### config.mk
export PLATFORM = sky130hd
export DESIGN_NAME = pkt_rx_flat
export DESIGN_NICKNAME = d
export VERILOG_FILES = /design/src/rtl/pkt_rx_if.sv /design/src/rtl/pkt_rx.sv /design/src/flat_wrapper.sv
export SDC_FILE = /design/constraint.sdc
export NUM_CORES = 1
export LEC_CHECK = 0
export CAP_MARGIN = 0
export CORE_MARGIN = 4
export CORE_UTILIZATION = 30
export DETAILED_ROUTE_END_ITERATION = 12
export PLACE_DENSITY = 0.48
export SLEW_MARGIN = 20
export SYNTH_ARGS = -nofsm -noshare
export SYNTH_HDL_FRONTEND = slang
export SYNTH_SLANG_ARGS = --single-unit
### constraint.sdc
create_clock -name clk -period 3.29 [get_ports clk]
set_clock_uncertainty 0.1 [all_clocks]
set_input_delay 0.658 -clock clk [delete_from_list [all_inputs] [get_ports clk]]
set_output_delay 0.658 -clock clk [all_outputs]
set_load 0.01 [all_outputs]
### src/rtl/pkt_rx_if.sv
// pkt_rx_if: byte-stream input, committed-payload output and the
// statistics counters of the packet receiver, grouped as one bundle.
// The master side drives the stream and the output back-pressure;
// the slave side is the receiver itself.
interface pkt_rx_if;
  logic        in_valid;
  logic [7:0]  in_data;
  logic        in_ready;
  logic        out_valid;
  logic [7:0]  out_data;
  logic        out_last;
  logic        out_ready;
  logic [15:0] pkt_ok_cnt;
  logic [15:0] pkt_err_cnt;
  logic [15:0] drop_cnt;

  modport master (
    output in_valid, in_data, out_ready,
    input  in_ready, out_valid, out_data, out_last,
    input  pkt_ok_cnt, pkt_err_cnt, drop_cnt
  );

  modport slave (
    input  in_valid, in_data, out_ready,
    output in_ready, out_valid, out_data, out_last,
    output pkt_ok_cnt, pkt_err_cnt, drop_cnt
  );
endinterface

### src/rtl/pkt_rx.sv
// pkt_rx: byte-serial packet receiver. Parses {addr,len} headers,
// keeps payload for its own PORT_ID in a commit/rollback FIFO so only
// complete (and, optionally, parity-checked) packets become visible,
// and counts good, errored and dropped packets with saturation.
// Optional feature macro: PKT_RX_PARITY_EN adds a trailing parity byte
// (XOR of header and payload) to every frame and a PARITY state.
module pkt_rx #(
  parameter logic [3:0] PORT_ID    = 4'h0,
  parameter int         FIFO_DEPTH = 16
) (
  input logic     clk,
  input logic     reset,
  pkt_rx_if.slave bus
);
  localparam int AW = $clog2(FIFO_DEPTH);
  localparam int PW = AW + 1;
`ifdef PKT_RX_PARITY_EN
  localparam logic [4:0] TRAIL = 5'd1;
`else
  localparam logic [4:0] TRAIL = 5'd0;
`endif

  typedef enum logic [1:0] {
    S_IDLE    = 2'd0,
    S_PAYLOAD = 2'd1,
`ifdef PKT_RX_PARITY_EN
    S_PARITY  = 2'd2,
`endif
    S_DROP    = 2'd3
  } state_t;

  state_t          state_q, state_d;
  logic [4:0]      cnt_q, cnt_d;
  logic [PW-1:0]   wr_ptr_q, wr_ptr_d;
  logic [PW-1:0]   commit_ptr_q, commit_ptr_d;
  logic [PW-1:0]   rd_ptr_q, rd_ptr_d;
  logic [15:0]     ok_cnt_q, err_cnt_q, drop_cnt_q;
  logic [8:0]      mem [FIFO_DEPTH];
`ifdef PKT_RX_PARITY_EN
  logic [7:0]      par_q;
`endif

  logic            in_ready_c;
  logic            accept;
  logic            full;
  logic            pop;
  logic            out_valid_c;
  logic [8:0]      rd_word;
  logic [3:0]      hdr_len;
  logic [3:0]      hdr_addr;
  logic            wr_en;
  logic            wr_last;
  logic            commit_now;
  logic            rollback_now;
  logic            inc_ok;
  logic            inc_err;
  logic            inc_drop;

  // Saturating +1 for the statistics counters.
  function automatic logic [15:0] sat_inc(input logic [15:0] v, input logic en);
    if (en && (v != 16'hFFFF)) return v + 16'd1;
    return v;
  endfunction

  assign hdr_len  = bus.in_data[3:0];
  assign hdr_addr = bus.in_data[7:4];

  // Only payload writes can be blocked; every other state always takes a byte.
  assign full       = ((wr_ptr_q - rd_ptr_q) == PW'(FIFO_DEPTH));
  assign in_ready_c = (state_q == S_PAYLOAD) ? !full : 1'b1;
  assign accept     = bus.in_valid & in_ready_c;

  // Read side only ever sees committed entries.
  assign out_valid_c = (rd_ptr_q != commit_ptr_q);
  assign pop         = out_valid_c & bus.out_ready;
  assign rd_word     = mem[rd_ptr_q[AW-1:0]];
  assign wr_last     = (cnt_q == 5'd1);

  assign bus.in_ready    = in_ready_c;
  assign bus.out_valid   = out_valid_c;
  assign bus.out_data    = out_valid_c ? rd_word[7:0] : 8'h00;
  assign bus.out_last    = out_valid_c ? rd_word[8]   : 1'b0;
  assign bus.pkt_ok_cnt  = ok_cnt_q;
  assign bus.pkt_err_cnt = err_cnt_q;
  assign bus.drop_cnt    = drop_cnt_q;

  // FSM state register.
  always_ff @(posedge clk or posedge reset) begin
    if (reset) state_q <= S_IDLE;
    else       state_q <= state_d;
  end

  // FSM next-state decode from the accepted byte.
  always_comb begin
    state_d = state_q;
    case (state_q)
      S_IDLE: begin
        if (accept && (hdr_len != 4'd0))
          state_d = (hdr_addr == PORT_ID) ? S_PAYLOAD : S_DROP;
      end
      S_PAYLOAD: begin
        if (accept && wr_last) begin
`ifdef PKT_RX_PARITY_EN
          state_d = S_PARITY;
`else
          state_d = S_IDLE;
`endif
        end
      end
`ifdef PKT_RX_PARITY_EN
      S_PARITY: begin
        if (accept) state_d = S_IDLE;
      end
`endif
      S_DROP: begin
        if (accept && (cnt_q == 5'd1)) state_d = S_IDLE;
      end
      default: state_d = S_IDLE;
    endcase
  end

  // FSM outputs: FIFO write/commit/rollback strobes and counter events.
  always_comb begin
    wr_en        = 1'b0;
    commit_now   = 1'b0;
    rollback_now = 1'b0;
    inc_ok       = 1'b0;
    inc_err      = 1'b0;
    inc_drop     = 1'b0;
    case (state_q)
      S_IDLE: begin
        if (accept) begin
          inc_err  = (hdr_len == 4'd0);
          inc_drop = (hdr_len != 4'd0) && (hdr_addr != PORT_ID);
        end
      end
      S_PAYLOAD: begin
        if (accept) begin
          wr_en = 1'b1;
`ifndef PKT_RX_PARITY_EN
          if (wr_last) begin
            commit_now = 1'b1;
            inc_ok     = 1'b1;
          end
`endif
        end
      end
`ifdef PKT_RX_PARITY_EN
      S_PARITY: begin
        if (accept) begin
          if (bus.in_data == par_q) begin
            commit_now = 1'b1;
            inc_ok     = 1'b1;
          end else begin
            rollback_now = 1'b1;
            inc_err      = 1'b1;
          end
        end
      end
`endif
      default: ;
    endcase
  end

  // Byte counter and FIFO pointer next-state. Rollback returns to the
  // commit point, which can never be behind the read pointer.
  always_comb begin
    cnt_d = cnt_q;
    if (accept) begin
      case (state_q)
        S_IDLE:    cnt_d = {1'b0, hdr_len} + ((hdr_addr != PORT_ID) ? TRAIL : 5'd0);
        S_PAYLOAD: cnt_d = cnt_q - 5'd1;
        S_DROP:    cnt_d = cnt_q - 5'd1;
        default:   cnt_d = cnt_q;
      endcase
    end
    wr_ptr_d     = rollback_now ? commit_ptr_q : (wr_ptr_q + PW'(wr_en));
    commit_ptr_d = commit_now ? wr_ptr_d : commit_ptr_q;
    rd_ptr_d     = rd_ptr_q + PW'(pop);
  end

  // Control registers: counters, pointers and statistics.
  always_ff @(posedge clk or posedge reset) begin
    if (reset) begin
      cnt_q        <= '0;
      wr_ptr_q     <= '0;
      commit_ptr_q <= '0;
      rd_ptr_q     <= '0;
      ok_cnt_q     <= '0;
      err_cnt_q    <= '0;
      drop_cnt_q   <= '0;
    end else begin
      cnt_q        <= cnt_d;
      wr_ptr_q     <= wr_ptr_d;
      commit_ptr_q <= commit_ptr_d;
      rd_ptr_q     <= rd_ptr_d;
      ok_cnt_q     <= sat_inc(ok_cnt_q, inc_ok);
      err_cnt_q    <= sat_inc(err_cnt_q, inc_err);
      drop_cnt_q   <= sat_inc(drop_cnt_q, inc_drop);
    end
  end

  // Payload storage: data byte plus end-of-packet flag.
  always_ff @(posedge clk) begin
    if (wr_en) mem[wr_ptr_q[AW-1:0]] <= {wr_last, bus.in_data};
  end

`ifdef PKT_RX_PARITY_EN
  // Running XOR of header and payload for the trailing parity check.
  always_ff @(posedge clk) begin
    if (accept) begin
      if (state_q == S_IDLE)         par_q <= bus.in_data;
      else if (state_q == S_PAYLOAD) par_q <= par_q ^ bus.in_data;
    end
  end
`endif

endmodule

### src/flat_wrapper.sv
// flat-port wrapper written by rule: the top's interface ports become plain ports
module pkt_rx_flat 
#(
  parameter logic [3:0] PORT_ID    = 4'h0,
  parameter int         FIFO_DEPTH = 16
)
  (clk, reset, bus_in_valid, bus_in_data, bus_out_ready, bus_in_ready, bus_out_valid, bus_out_data, bus_out_last, bus_pkt_ok_cnt, bus_pkt_err_cnt, bus_drop_cnt);
  pkt_rx_if bus_i ();
  input logic clk;
  input logic reset;
  input wire logic [$bits(bus_i.in_valid)-1:0] bus_in_valid;
  input wire logic [$bits(bus_i.in_data)-1:0] bus_in_data;
  input wire logic [$bits(bus_i.out_ready)-1:0] bus_out_ready;
  output wire logic [$bits(bus_i.in_ready)-1:0] bus_in_ready;
  output wire logic [$bits(bus_i.out_valid)-1:0] bus_out_valid;
  output wire logic [$bits(bus_i.out_data)-1:0] bus_out_data;
  output wire logic [$bits(bus_i.out_last)-1:0] bus_out_last;
  output wire logic [$bits(bus_i.pkt_ok_cnt)-1:0] bus_pkt_ok_cnt;
  output wire logic [$bits(bus_i.pkt_err_cnt)-1:0] bus_pkt_err_cnt;
  output wire logic [$bits(bus_i.drop_cnt)-1:0] bus_drop_cnt;
  assign bus_i.in_valid = bus_in_valid;
  assign bus_i.in_data = bus_in_data;
  assign bus_i.out_ready = bus_out_ready;
  assign bus_in_ready = bus_i.in_ready;
  assign bus_out_valid = bus_i.out_valid;
  assign bus_out_data = bus_i.out_data;
  assign bus_out_last = bus_i.out_last;
  assign bus_pkt_ok_cnt = bus_i.pkt_ok_cnt;
  assign bus_pkt_err_cnt = bus_i.pkt_err_cnt;
  assign bus_drop_cnt = bus_i.drop_cnt;
  pkt_rx #(.PORT_ID(PORT_ID), .FIFO_DEPTH(FIFO_DEPTH)) u_core (.clk(clk), .reset(reset), .bus(bus_i));
endmodule
==> summary.txt <==
Clock tree
  • Max clock buf depth: 3
  • Hold_buf cts: 0
  • CTS clk-pin slew, worst paths: 0.06 ns
  • Worst-Skew Late Latency: about 0.53 ns
  • Clock sink count: between 200 and 250
  • H-tree lvl count: 1
  • TritonCTS buffer count: 25
  • Clk root buf: clkbuf_16
  • CTS tree: done

Timing
  • Fmax: 313 MHz
  • Slew Limit Fails: 0
  • Setup TNS: 0 ns
  • Final Cycle Share: 0.970
  • Final worst setup slack: 0.0984 ns
  • Fin. Hold Viols: 0
  • Slew Limit Headroom: 0.392
  • Final setup fails: 0
  • Worst Tran Pin Value: about 0.90 ns
  • Fin crit period: ~3.2 ns
  • Hold slack: roughly 0.4 ns

Global routing
  • Total GRT Usage: 0.131
  • Vias in the first global route: just under 6,000
  • Initial antenna violation count: 0
  • Largest net degree at the start of global routing: 38
  • Total grt overflow: 0
  • First-pass GRT wire length: approximately 34 mm

Critical path
  • Crit path buffers/inverters: 3
  • Slowest stage delay, CP: around 0.42 ns
  • Setup crit start kind: flip-flop
  • Kind of critical path: reg -> out
  • Crit-path leading delay family: buffers and inverters
  • CP max stage cell: dfrtp_2
  • Crit-path cells: buf_12, buf_16, mux4_2, nand2_1, and3_1, a211oi_1, dlygate4sd2_1
  • Instance count on the critical path: 7
  • Worst EP required: 2.53 ns
  • CP endpoint kind: output pin
  • R2r worst-path depth: 9
  • WP data arrival: ~2.4 ns
  • CP max FO: 12

Power and ir drop
  • Peak VDD IR: 354 uV
  • Power Density: approximately 790 nW/um^2
  • Flop pwr share: 0.378
  • Combinational share of power: 0.311
  • Sw frac: 0.308
  • Switching pwr: 0.00280 W
  • Internal power: about 0.0063 W
  • Leak: ~4.3 nW
  • Clock power share: 0.310

Cells and area
  • Filler cells: 2,789
  • Layout cells sized above 1: 0.207
  • Layout area overhead: 25.9%
  • Final #Nets: around 750
  • # diodes: 0
  • Post-Layout Inst Area: 11,500 sq um

Yosys
  • Cell with the most instances after synthesis: edfxtp_1
  • Syn Std Cell Area: about 9000 sq um
  • Post-synth EDFFs: 144
  • Synth top area cells: edfxtp_1 47%, dfrtp_1 19%, mux4_2 8.8%, xnor2_1 4.6%, nand3_1 1.9%
  • Yosys top cell area share: 0.472
  • Area leader, netlist: edfxtp_1
  • Most frequent cells after synthesis: 144 x edfxtp_1, 70 x dfrtp_1, 48 x xnor2_1
  • Yosys cell types: 50
  • Fraction of registers with async set/reset: 0.327
  • Syn_area_per_cell: between 15 and 20 sq um
  • Flops & latches, synth: between 200 and 250
  • Most used DFF post-synth: edfxtp_1
  • Yosys warns: 0
  • Seq/Total Area, Yosys: 0.663
  • Mapped Cells: 596
  • Syn nets: 621

Place
  • Number of buffers added on ports: 70
  • Dpl ws: around 0.05 ns
  • HPWL after DPL: 14.9 mm
  • DP Area: 10,600 sq um
  • Placer Congestion: ~0.81

Min path
  • Worst hold-check path type: reg -> reg
  • WHS Path Cells: 1

Drt
  • Via count: about 5,500
  • Detailed Route WL: between 20 and 25 mm
  • First DRT Iteration DRCs: 290
  • M1 WL: ~10 mm
  • Routed WL per cell: 19.5 um
  • Highest Signal Layer: met4
  • Met2 Wirelength: a little over 10 mm
  • Drc violations: 0
  • Routed Antenna Nets: 0
  • Vias per inst: between 4 and 5
  • Metal3 WL: 1.31 mm
  • First drt pass iteration count: 4

Floorplanning
  • Num rows: 63
  • Core Box Area: 29,900 sq um
  • Die Ht: approximately 180 um
  • Die Wd: around 180 um
  • Full die area: 33,400 sq um
  • I/O pin cnt: 71
  • Initial Util: 0.307

Status
  • Status: finished, final reports clean

Run
  • Max Cap Violations: 0
[timing repair]
item | CTS | global route
pin swaps | 1 | 0
setup endpoints to repair | 10 | 5
gates resized for setup | 16 | 6
gates cloned | 0 | 1
buffers inserted | 4 | 3
[state kept, by name, summed over array words and instances (netlist names)]
name	flops
u_core.bus.drop_cnt	16
u_core.rd_ptr_q	5
u_core.cnt_q	5
u_core.state_q	2
u_core.bus.pkt_ok_cnt	16
u_core.commit_ptr_q	5
u_core.bus.pkt_err_cnt	16
u_core.wr_ptr_q	5
u_core.mem	144
[routing by layer]
layer,vias to the layer above,GRT usage
li1,2521,-
met1,2795,0.179
met2,150,0.213
met3,36,0.0317
met4,0,0.0313
met5,-,0
[cell type report]
cell class,instances,area (sq um),share of cell area
clock buffers,28,647,0.0560
clock inverters,15,195,0.0169
inverters,16,61.3,0.00531
multi-input cells,342,2910,0.252
flip-flops and latches,214,6080,0.526
well taps,390,488,0.0423
repair buffers,123,1170,0.101
[per-stage QoR]
stage | total power [W] | utilization | instances
3_3_place_gp | 0.00624 | 0.355 | 1077
3_5_place_dp | 0.00628 | 0.355 | 1077
5_1_grt | 0.00960 | 0.386 | 1128
6_report | 0.00909 | 0.386 | 1128
2_1_floorplan | 0.00516 | - | 596
4_1_cts | 0.00913 | 0.384 | 1124
[cell families (layout without fill, tap and decap cells)]
| family | count (synthesis) | after routing | share of synthesized area |
|---|---|---|---|
| DFF | 214 | 214 | 0.663 |
| and+or+nand+nor | 190 | 190 | 0.109 |
| xor gates and xnor gates | 56 | 56 | 0.0535 |
| muxes | 56 | 56 | 0.112 |
| buffers and inverters | 40 | 182 | 0.0228 |
| AOI/OAI and AO/OA | 27 | 27 | 0.0224 |
| adders and majority gates | 13 | 13 | 0.0177 |
[final timing paths]
kind	startpoint	end	slack, ns
min reg2reg	u_core.bus.pkt_err_cnt[12]	u_core.bus.pkt_err_cnt[12]	0.40
min in group asynchronous	reset	u_core.bus.pkt_ok_cnt[7]	0.47
max reg2reg	u_core.rd_ptr_q[2]	u_core.mem[13][4]	0.42
max	u_core.rd_ptr_q[0]	bus_out_data[7]	0.1
max in group asynchronous	reset	u_core.cnt_q[0]	1.94
min	u_core.bus.pkt_err_cnt[12]	u_core.bus.pkt_err_cnt[12]	0.40
[cell usage in the layout (no fill, tap or decap), types with 3 or more instances in the layout]
| master | count |
|---|---|
| dfrtp_1 | 68 |
| bufinv_16 | 4 |
| clkdlybuf4s50_1 | 60 |
| and4_1 | 3 |
| and2_1 | 5 |
| buf_12 | 3 |
| clkinv_2 | 5 |
| a31oi_1 | 3 |
| nor2b_1 | 3 |
| inv_2 | 3 |
| buf_4 | 46 |
| nor3b_1 | 4 |
| nand3_1 | 35 |
| nand4_1 | 24 |
| clkbuf_16 | 26 |
| nor2_1 | 32 |
| xor2_1 | 8 |
| xnor2_1 | 48 |
| nor4_1 | 3 |
| clkinv_1 | 3 |
| and3_1 | 23 |
| nand2_1 | 38 |
| inv_1 | 12 |
| nand3b_1 | 3 |
| ha_1 | 13 |
| nor3_1 | 7 |
| mux4_2 | 36 |
| a211oi_1 | 7 |
| mux2_2 | 11 |
| nand2b_1 | 5 |
| mux2i_1 | 9 |
| dlygate4sd2_1 | 9 |
| edfxtp_1 | 144 |
[worst register-to-register path, stage by stage, from the launching register on]
cell	delay (ns)
dfrtp_2	0.46
inv_2	0.18
ha_1	0.25
nor3b_1	0.23
xor2_1	0.13
a41oi_2	0.22
buf_4	0.37
nand3b_1	0.23
nor2_1	0.16
buf_4	0.23
[power groups by stage]
stage,combinational [W],sequential (W),clock (W)
5_1_grt,0.00309,0.00348,0.00303
4_1_cts,0.00280,0.00344,0.00289
2_1_floorplan,0.00176,0.00340,0
3_5_place_dp,0.00279,0.00349,0
3_3_place_gp,0.00277,0.00347,0
6_report,0.00283,0.00344,0.00282
Note: power is estimated with default switching activity, not from simulation.
